===== src/rtl/sweep_pkg.sv =====
// Shared types and constants for the setup/hold sweep sequencer.
//   state_t   : sequencer states
//   status_t  : per-pair result codes carried on res_status
//   OFFS_ALL_ONES : sentinel source, sliced to the offset width where used
//   idx_w()   : index width that never collapses to zero bits
package sweep_pkg;

  typedef enum logic [2:0] {
    S_IDLE,
    S_SETTLE,
    S_TRIAL,
    S_CLEAR,
    S_REPORT
  } state_t;

  typedef enum logic [1:0] {
    ST_FOUND   = 2'd0,
    ST_ALLPASS = 2'd1,
    ST_NEVER   = 2'd2,
    ST_CLRERR  = 2'd3
  } status_t;

  localparam logic [31:0] OFFS_ALL_ONES = 32'hFFFF_FFFF;

  function automatic int unsigned idx_w(input int unsigned n);
    return (n > 1) ? $clog2(n) : 1;
  endfunction

endpackage


===== src/rtl/setup_hold_sweep_ctrl_q_sync2.sv =====
// Two-flop synchroniser bringing the DUT flop output into the clk domain.
//   clk : reference clock
//   rst : asynchronous active-high reset, clears both stages
//   d   : asynchronous input
//   q   : synchronised output (two clk of latency)
module q_sync2 (
  input  logic clk,
  input  logic rst,
  input  logic d,
  output logic q
);

  logic meta;

  always_ff @(posedge clk or posedge rst) begin
    if (rst) begin
      meta <= 1'b0;
      q    <= 1'b0;
    end else begin
      meta <= d;
      q    <= meta;
    end
  end

endmodule


===== src/rtl/setup_hold_sweep_ctrl.sv =====
// Setup/hold characterisation sequencer. Generates DUT clock and data from
// the reference clock, sweeps the data-to-clock offset downward for every
// (clock-slope, data-slope) pair, exits early at the pass/fail boundary and
// streams one result per pair on a valid/ready port.
//   clk, rst            : reference clock, async active-high reset
//   start, mode         : sweep launch pulse, 0 = setup / 1 = hold
//   busy, done          : sweep in progress, end-of-sweep pulse
//   dut_ck, dut_d, dut_q: DUT flop clock, data and (asynchronous) output
//   ck_slope_idx, d_slope_idx : slope selection for the analog bench
//   res_*               : result stream (indices, offset, status)
module setup_hold_sweep_ctrl
  import sweep_pkg::*;
#(
  parameter int unsigned NB_SLOPES_CK = 3,
  parameter int unsigned NB_SLOPES_D  = 3,
  parameter int unsigned FRAME        = 1024,
  parameter int unsigned CK_EDGE      = 512,
  parameter int unsigned OFFS_MAX     = 500,
  parameter int unsigned OFFS_STEP    = 1,
  parameter int unsigned SETTLE_CYC   = 2048,
  parameter int unsigned CAPT_DLY     = 16,
  localparam int unsigned CKI_W  = idx_w(NB_SLOPES_CK),
  localparam int unsigned DI_W   = idx_w(NB_SLOPES_D),
  localparam int unsigned OFFS_W = $clog2(OFFS_MAX + 1)
) (
  input  logic              clk,
  input  logic              rst,
  input  logic              start,
  input  logic              mode,
  output logic              busy,
  output logic              done,
  output logic              dut_ck,
  output logic              dut_d,
  input  logic              dut_q,
  output logic [CKI_W-1:0]  ck_slope_idx,
  output logic [DI_W-1:0]   d_slope_idx,
  output logic              res_valid,
  input  logic              res_ready,
  output logic [CKI_W-1:0]  res_ck_idx,
  output logic [DI_W-1:0]   res_d_idx,
  output logic [OFFS_W-1:0] res_offset,
  output logic [1:0]        res_status
);

  localparam int unsigned FW = $clog2(FRAME);
  localparam int unsigned SW = $clog2(SETTLE_CYC + 1);

  localparam logic [FW-1:0]     F_LAST = FW'(FRAME - 1);
  localparam logic [FW-1:0]     F_CK   = FW'(CK_EDGE);
  localparam logic [FW-1:0]     F_SAMP = FW'(CK_EDGE + CAPT_DLY);
  localparam logic [SW-1:0]     S_END  = SW'(SETTLE_CYC);
  localparam logic [OFFS_W-1:0] O_MAX  = OFFS_W'(OFFS_MAX);
  localparam logic [OFFS_W-1:0] O_STEP = OFFS_W'(OFFS_STEP);
  localparam logic [OFFS_W-1:0] O_NONE = OFFS_ALL_ONES[OFFS_W-1:0];
  localparam logic [CKI_W-1:0]  CK_LAST = CKI_W'(NB_SLOPES_CK - 1);
  localparam logic [DI_W-1:0]   D_LAST  = DI_W'(NB_SLOPES_D - 1);

  state_t              state, state_n;
  status_t             status_r, status_n;
  logic                mode_r, mode_n;
  logic [CKI_W-1:0]    ck_idx, ck_idx_n;
  logic [DI_W-1:0]     d_idx, d_idx_n;
  logic [OFFS_W-1:0]   offset, offset_n;
  logic [OFFS_W-1:0]   last_pass, last_pass_n;
  logic [OFFS_W-1:0]   res_off_r, res_off_n;
  logic                pass_seen, pass_seen_n;
  logic                trial_pass, trial_pass_n;
  logic                clr_ok, clr_ok_n;
  logic [FW-1:0]       fcnt, fcnt_n;
  logic [SW-1:0]       scnt, scnt_n;
  logic                ck_n, d_n, done_n;
  logic                q_s;

  q_sync2 u_sync (
    .clk (clk),
    .rst (rst),
    .d   (dut_q),
    .q   (q_s)
  );

  assign busy         = (state != S_IDLE);
  assign res_valid    = (state == S_REPORT);
  assign ck_slope_idx = ck_idx;
  assign d_slope_idx  = d_idx;
  assign res_ck_idx   = ck_idx;
  assign res_d_idx    = d_idx;
  assign res_offset   = res_off_r;
  assign res_status   = status_r;

  always_comb begin
    state_n      = state;
    status_n     = status_r;
    mode_n       = mode_r;
    ck_idx_n     = ck_idx;
    d_idx_n      = d_idx;
    offset_n     = offset;
    last_pass_n  = last_pass;
    res_off_n    = res_off_r;
    pass_seen_n  = pass_seen;
    trial_pass_n = trial_pass;
    clr_ok_n     = clr_ok;
    scnt_n       = scnt;
    done_n       = 1'b0;
    d_n          = 1'b0;
    fcnt_n       = (fcnt == F_LAST) ? '0 : fcnt + FW'(1);
    // dut_ck/dut_d are registered from the current tick, so both lag the
    // frame counter by one clk; their relative timing is exact.
    ck_n         = (state != S_IDLE) && (fcnt >= F_CK);

    unique case (state)
      S_IDLE: begin
        fcnt_n = '0;
        if (start) begin
          mode_n      = mode;
          ck_idx_n    = '0;
          d_idx_n     = '0;
          offset_n    = O_MAX;
          pass_seen_n = 1'b0;
          scnt_n      = '0;
          state_n     = S_SETTLE;
        end
      end

      S_SETTLE: begin
        if (scnt != S_END) scnt_n = scnt + SW'(1);
        else if (fcnt == F_LAST) state_n = S_TRIAL;   // trial starts at tick 0
      end

      S_TRIAL: begin
        // offset < CK_EDGE and < FRAME-CK_EDGE, so neither edge wraps
        d_n = mode_r ? (fcnt < F_CK + FW'(offset))
                     : (fcnt >= F_CK - FW'(offset));
        if (fcnt == F_SAMP) trial_pass_n = q_s;
        if (fcnt == F_LAST) state_n = S_CLEAR;
      end

      S_CLEAR: begin
        if (fcnt == F_SAMP) clr_ok_n = ~q_s;
        if (fcnt == F_LAST) begin
          state_n = S_REPORT;
          if (!clr_ok) begin
            status_n  = ST_CLRERR;
            res_off_n = O_NONE;
          end else if (trial_pass) begin
            last_pass_n = offset;
            pass_seen_n = 1'b1;
            if (32'(offset) < OFFS_STEP) begin
              status_n  = ST_ALLPASS;
              res_off_n = offset;
            end else begin
              offset_n = offset - O_STEP;
              state_n  = S_TRIAL;
            end
          end else if (!pass_seen) begin
            status_n  = ST_NEVER;
            res_off_n = O_NONE;
          end else begin
            status_n  = ST_FOUND;
            res_off_n = last_pass;
          end
        end
      end

      S_REPORT: begin
        if (res_ready) begin
          offset_n    = O_MAX;
          pass_seen_n = 1'b0;
          scnt_n      = '0;
          if (ck_idx == CK_LAST && d_idx == D_LAST) begin
            state_n  = S_IDLE;
            done_n   = 1'b1;
            ck_idx_n = '0;
            d_idx_n  = '0;
          end else begin
            state_n = S_SETTLE;
            if (d_idx == D_LAST) begin
              d_idx_n  = '0;
              ck_idx_n = ck_idx + CKI_W'(1);
            end else begin
              d_idx_n = d_idx + DI_W'(1);
            end
          end
        end
      end

      default: state_n = S_IDLE;
    endcase
  end

  always_ff @(posedge clk or posedge rst) begin
    if (rst) begin
      state      <= S_IDLE;
      status_r   <= ST_FOUND;
      mode_r     <= 1'b0;
      ck_idx     <= '0;
      d_idx      <= '0;
      offset     <= '0;
      last_pass  <= '0;
      res_off_r  <= '0;
      pass_seen  <= 1'b0;
      trial_pass <= 1'b0;
      clr_ok     <= 1'b0;
      fcnt       <= '0;
      scnt       <= '0;
      dut_ck     <= 1'b0;
      dut_d      <= 1'b0;
      done       <= 1'b0;
    end else begin
      state      <= state_n;
      status_r   <= status_n;
      mode_r     <= mode_n;
      ck_idx     <= ck_idx_n;
      d_idx      <= d_idx_n;
      offset     <= offset_n;
      last_pass  <= last_pass_n;
      res_off_r  <= res_off_n;
      pass_seen  <= pass_seen_n;
      trial_pass <= trial_pass_n;
      clr_ok     <= clr_ok_n;
      fcnt       <= fcnt_n;
      scnt       <= scnt_n;
      dut_ck     <= ck_n;
      dut_d      <= d_n;
      done       <= done_n;
    end
  end

endmodule


===== config.mk =====
export PLATFORM = sky130hd
export DESIGN_NAME = setup_hold_sweep_ctrl
export DESIGN_NICKNAME = d
export VERILOG_FILES = /design/src/rtl/sweep_pkg.sv /design/src/rtl/setup_hold_sweep_ctrl_q_sync2.sv /design/src/rtl/setup_hold_sweep_ctrl.sv
export SDC_FILE = /design/constraint.sdc
export NUM_CORES = 1
export LEC_CHECK = 0
export CORE_UTILIZATION = 56
export CTS_BUF_LIST = sky130_fd_sc_hd__clkbuf_8
export DETAILED_ROUTE_END_ITERATION = 7
export HOLD_SLACK_MARGIN = 0.06
export PLACE_DENSITY = 0.75
export RECOVER_POWER = 100
export SETUP_SLACK_MARGIN = 0.02
export SYNTH_ARGS = -nofsm -noshare
export SYNTH_HDL_FRONTEND = slang
export SYNTH_HIERARCHICAL = 1
export SYNTH_SLANG_ARGS = --single-unit

===== constraint.sdc =====
create_clock -name clk -period 4.7 [get_ports clk]
set_input_delay 1.41 -clock clk [delete_from_list [all_inputs] [get_ports clk]]
set_output_delay 1.41 -clock clk [all_outputs]
set_load 0.05 [all_outputs]

---- After elaboration in Yosys (flattened, before gate mapping) ----
Cells that the tools add are included.
cells by class
  add/sub/neg operators ................... 7
  multipliers ............................. 0
  divide/modulo/power cells ............... 0
  $lt $le $gt $ge ......................... 4
  eq/ne operators ......................... 21
  shift operators ......................... 0
  multiplexer cells ....................... 52
  bitwise gates (word level) .............. 1
  reduce and logical (&&, ||, !) cells .... 18
operators with widths
  cell                                                        number
  two-way mux 9 bit                                           10
  two-way mux 12 bit                                          3
  one-hot mux 12 bit (3 select lines)                         1
  two-way mux 3 bit                                           9
  one-hot mux 9 bit (3 select lines)                          1
  two-way mux 2 bit                                           11
  == test 10 bit, second input constant                       2
  two-way mux 10 bit                                          2
  != test 2 bit, second input constant                        9
  one-hot mux 3 bit (5 select lines)                          1
  adder 12 x 1 -> 12 bit, second input constant               1
  != test 12 bit, second input constant                       1
  AND reduction 4 bit                                         3
  AND reduction 6 bit                                         2
  two-way mux 1 bit                                           11
  adder 10 x 1 -> 10 bit, second input constant               1
  adder 10 x 9 -> 10 bit, first input constant                1
  greater-or-equal comparator 10 bit                          1
  greater-or-equal comparator 10 bit, second input constant   1
  less-than comparator 10 bit                                 1
  subtractor 10 x 9 -> 10 bit, first input constant           1
  less-than comparator 9 x 1 -> 1 bit, second input constant  1
  nonzero test 3 bit                                          3
  subtractor 9 x 1 -> 9 bit, second input constant            1
  other kinds (17)                                            25
storage, ports and cells
  flip-flop bits (word level) ............. 67
  latch bits .............................. 0
  bits in writable memories ............... 0
  memory bits (read-only) ................. 0
  input port bits ......................... 6
  memories kept ........................... 0

---- Logic depth before layout (Yosys ltp) ----
  word-level depth ........................ 6
  gate-level depth with buffers ........... 9
  mapped depth without buffers ............ 9

---- Hierarchy ----
Netlist, hierarchy kept.
modules (own cells, without submodules)
  module                 instances  cells each  area each (µm²)
  setup_hold_sweep_ctrl  1          370         3678.5
  q_sync2                1          3           53.8

---- Worst setup path after synthesis ----
Ideal clock, no wire load.
  path kind ............................... flip-flop to output port
  start ................................... register state[1]
  end ..................................... output res_valid
  arrival time ............................ 1.146 ns
  data required time ...................... 3.290 ns
  path slack .............................. 2.144 ns
  cell stages (with the launch flop) ...... 5
  path buffers ............................ 1
  cells stage by stage .................... dfrtp_1 > clkbuf_1 > nor2_1 > nand2_1 > inv_1
on the way
  cells in the longest elaborated chain, start to end .. 1
RTL lines
  item                    line                          text
  from (decl)             setup_hold_sweep_ctrl.sv:58   state_t state, state_n;
  from (signal assigned)  setup_hold_sweep_ctrl.sv:209  state <= state_n;
  == test 3 bit           setup_hold_sweep_ctrl.sv:82   assign res_valid = (state == S_REPORT);
  to (decl)               setup_hold_sweep_ctrl.sv:37   output logic res_valid,
Every way passes these cells.

---- Worst setup path after layout ----
  start ................................... register state[2]
  end ..................................... output busy
on the way
  cells in the longest elaborated chain, start to end .. 1
RTL lines
  item                line                         text
  nonzero test 3 bit  setup_hold_sweep_ctrl.sv:81  assign busy = (state != S_IDLE);
  to (decl)           setup_hold_sweep_ctrl.sv:30  output logic busy,
Every way passes these cells.

==> flow_summary_export.csv <==
group,metric,value,unit
timing,grt_setup_unrepaired,"no",
timing,hold_violations,0,
clock_tree,post_cts_buffers,0,
yosys,synth_top_flop_cell,"dfrtp_1",
yosys,syn_inst,373,
place,globalplace.congestion,0.8539,
critical_path,required,3290,ps
clock_tree,clk_latency,350,ps
timing,holdWs,353.2,ps
power_and_ir_drop,vdd_drop_max,0.2972,mV
die,start_util,58.44,%
clock_tree,cts_buffers,9,
final_layout,layout-drive-gt1-share,8.867,%
power_and_ir_drop,finalPower,1584,uW
power_and_ir_drop,cellPowerDensity,375.4,nW/um^2
yosys,synth-edff-count,0,
yosys,synth_area_leaders,"dfrtp_1, ha_1, nor2_1",
timing,layout_setup_ws,1068,ps
final_layout,fin_nets,431,
clock_tree,cts_max_level,3,
timing,period_needed,3632,ps
yosys,yosysSeqAreaShare,44.92,%
place,post-place-ws,1510,ps
yosys,synth_cell_types,56,
timing,setup_viol,0,
critical_path,critPathKind,"flop to output port",
routing,antenna_left,0,
yosys,syn-cell-area,3732,um^2
global_routing,grt_pass1_vias,2748,
final_layout,fin_area,4219,um^2
die,rows,29,
global_routing,grt.overflow.total,0,
place,io_buffers,29,
critical_path,crit_path_start_kind,"flop",
clock_tree,clockBufferDepth,2,
timing,slew_violations,0,
final_layout,num_antenna_cells,0,
die,die_h,83.64,um
die,die_area,6996,um^2
die,die_w,83.64,um
timing,fin_tns_setup,0,ps
critical_path,path_max_fanout,12,
routing,avgRoutedWirePerCell,14.96,um
yosys,yosys-top-cells-count,"dfrtp_1, nor2_1, ha_1",
min_path,hp-class,"flop to flop",
routing,wl,7228,um
yosys,yosysWarnings,6,
clock_tree,cts_resized,0,
yosys,yosysMostFrequentCell,"dfrtp_1",
timing,finalClockSkew,7.661,ps
clock_tree,clkSinkCount,67,
routing,avgViaCountPerCell,5.706,
yosys,async_flop_share,100.0,%
timing,max_freq,275.4,MHz
outcome,status,"finished clean",
power_and_ir_drop,leakagePower,0.002001,uW
global_routing,grt_first_pass_wirelength,13000,um
critical_path,cp-end-kind,"output port",
yosys,postSynthAreaPerCell,10.01,um^2
clock_tree,cts_tree,"done",
place,hpwlAfterDp,5300,um
critical_path,critPathArrivalTime,2220,ps
routing,dr_total_vias,2756,
timing,tightest_slew,1384,ps
flow_run,drv_cap,0,
final_layout,layout-area-overhead-vs-synth,13.04,%
yosys,ys_ff_latch,67,
global_routing,grt_usage,23.28,%
clock_tree,clk_pin_slew,80,ps
global_routing,antenna_found_initial,0,
place,post_dp_cell_area,4056,um^2
routing,drcViolationCount,0,
yosys,yosysTopAreaCell,"dfrtp_1",
routing,drtPass1Iterations,6,
die,coreArea,6386,um^2
die,ios,30,
timing,fin_crit_sh,77.27,%
timing,slew-limit-headroom,7.633,%
yosys,syn-num-nets,403,
global_routing,grt_max_degree,38,
yosys,synth_top_area_share,44.92,%
routing,drtIter0Drc,140,
clock_tree,cts_hold_buf,0,
clock_tree,cts_root_buffer,"clkbuf_8",
placed cells by master, fill, tap and decap left out, types with 11 or more instances in the layout:
cell           instances
nor2_1                49
inv_1                 23
ha_1                  24
a21oi_1               14
nand2_1               22
mux2_2                14
dfrtp_1               67
dlygate4sd3_1         28
xnor2_1               11
o21ai_0               11
a211oi_1              12
xor2_1                15
critical path, cell delays in order (launching register included):
cell and delay, ps:
dfrtp_1 510, nor3_1 420, inv_1 160, dlygate4sd3_1 790
sequential cells by signal, summed over array words and instances, names as in the netlist:
signal,flops
ck_slope_idx,2
clr_ok,1
d_slope_idx,2
done,1
dut_ck,1
dut_d,1
fcnt,10
last_pass,9
mode_r,1
offset,9
pass_seen,1
res_offset,9
res_status,2
scnt,12
state,3
trial_pass,1
u_sync/meta,1
u_sync/q,1
cell families (layout without fill, tap and decap cells):
family          Yosys count  count (layout)  share of synthesized area, %
mux                      16              16                         4.794
simple gates            131             131                         18.24
compound gates           71              71                         13.31
flops                    67              67                         44.92
xor+xnor                 26              26                         6.101
fa+ha+maj                24              24                         8.046
buf+inv                  38              71                         4.593
area by class of cell:
type / instances / area (um^2)
fill: 510 / 2167
multi-input combinational: 268 / 1852
sequential: 67 / 1677
timing repair buffer: 32 / 306.5
clock buffer: 10 / 137.6
tap: 77 / 96.34
inverter: 23 / 86.33
clock inverter: 6 / 63.81
stage by stage:
stage	util, %	instances
6_report	66.07	483
5_1_grt	66.07	483
4_1_cts	66.67	483
3_5_place_dp	63.52	467
3_3_place_gp	63.52	467
2_1_floorplan	-	373
metal layers:
| metal | global-route usage [%] | up-vias | routed length (um) |
|---|---|---|---|
| met5 | 0 | - | 0 |
| met4 | 6.780 | 0 | 77 |
| met3 | 6.034 | 8 | 241 |
| met2 | 38.21 | 39 | 3490 |
| met1 | 30.48 | 1334 | 3419 |
| li1 | - | 1375 | - |
power by group:
part	total [uW]	switching (uW)	internal (uW)
Sequential	749	104	645
Combinational	347	186	160
Clock	488	229	259
worst paths after layout:
check	slack, ps	start	to	depth (start not counted)
max	1070	state[2]	busy	3
max reg2reg	1670	offset[0]	res_status[1]	4
min in group asynchronous	1360	rst	u_sync/meta	2
min	350	u_sync/meta	u_sync/q	0
min reg2reg	350	u_sync/meta	u_sync/q	0
max in group asynchronous	1390	rst	dut_d	3
(Power assumes the default switching activity.)
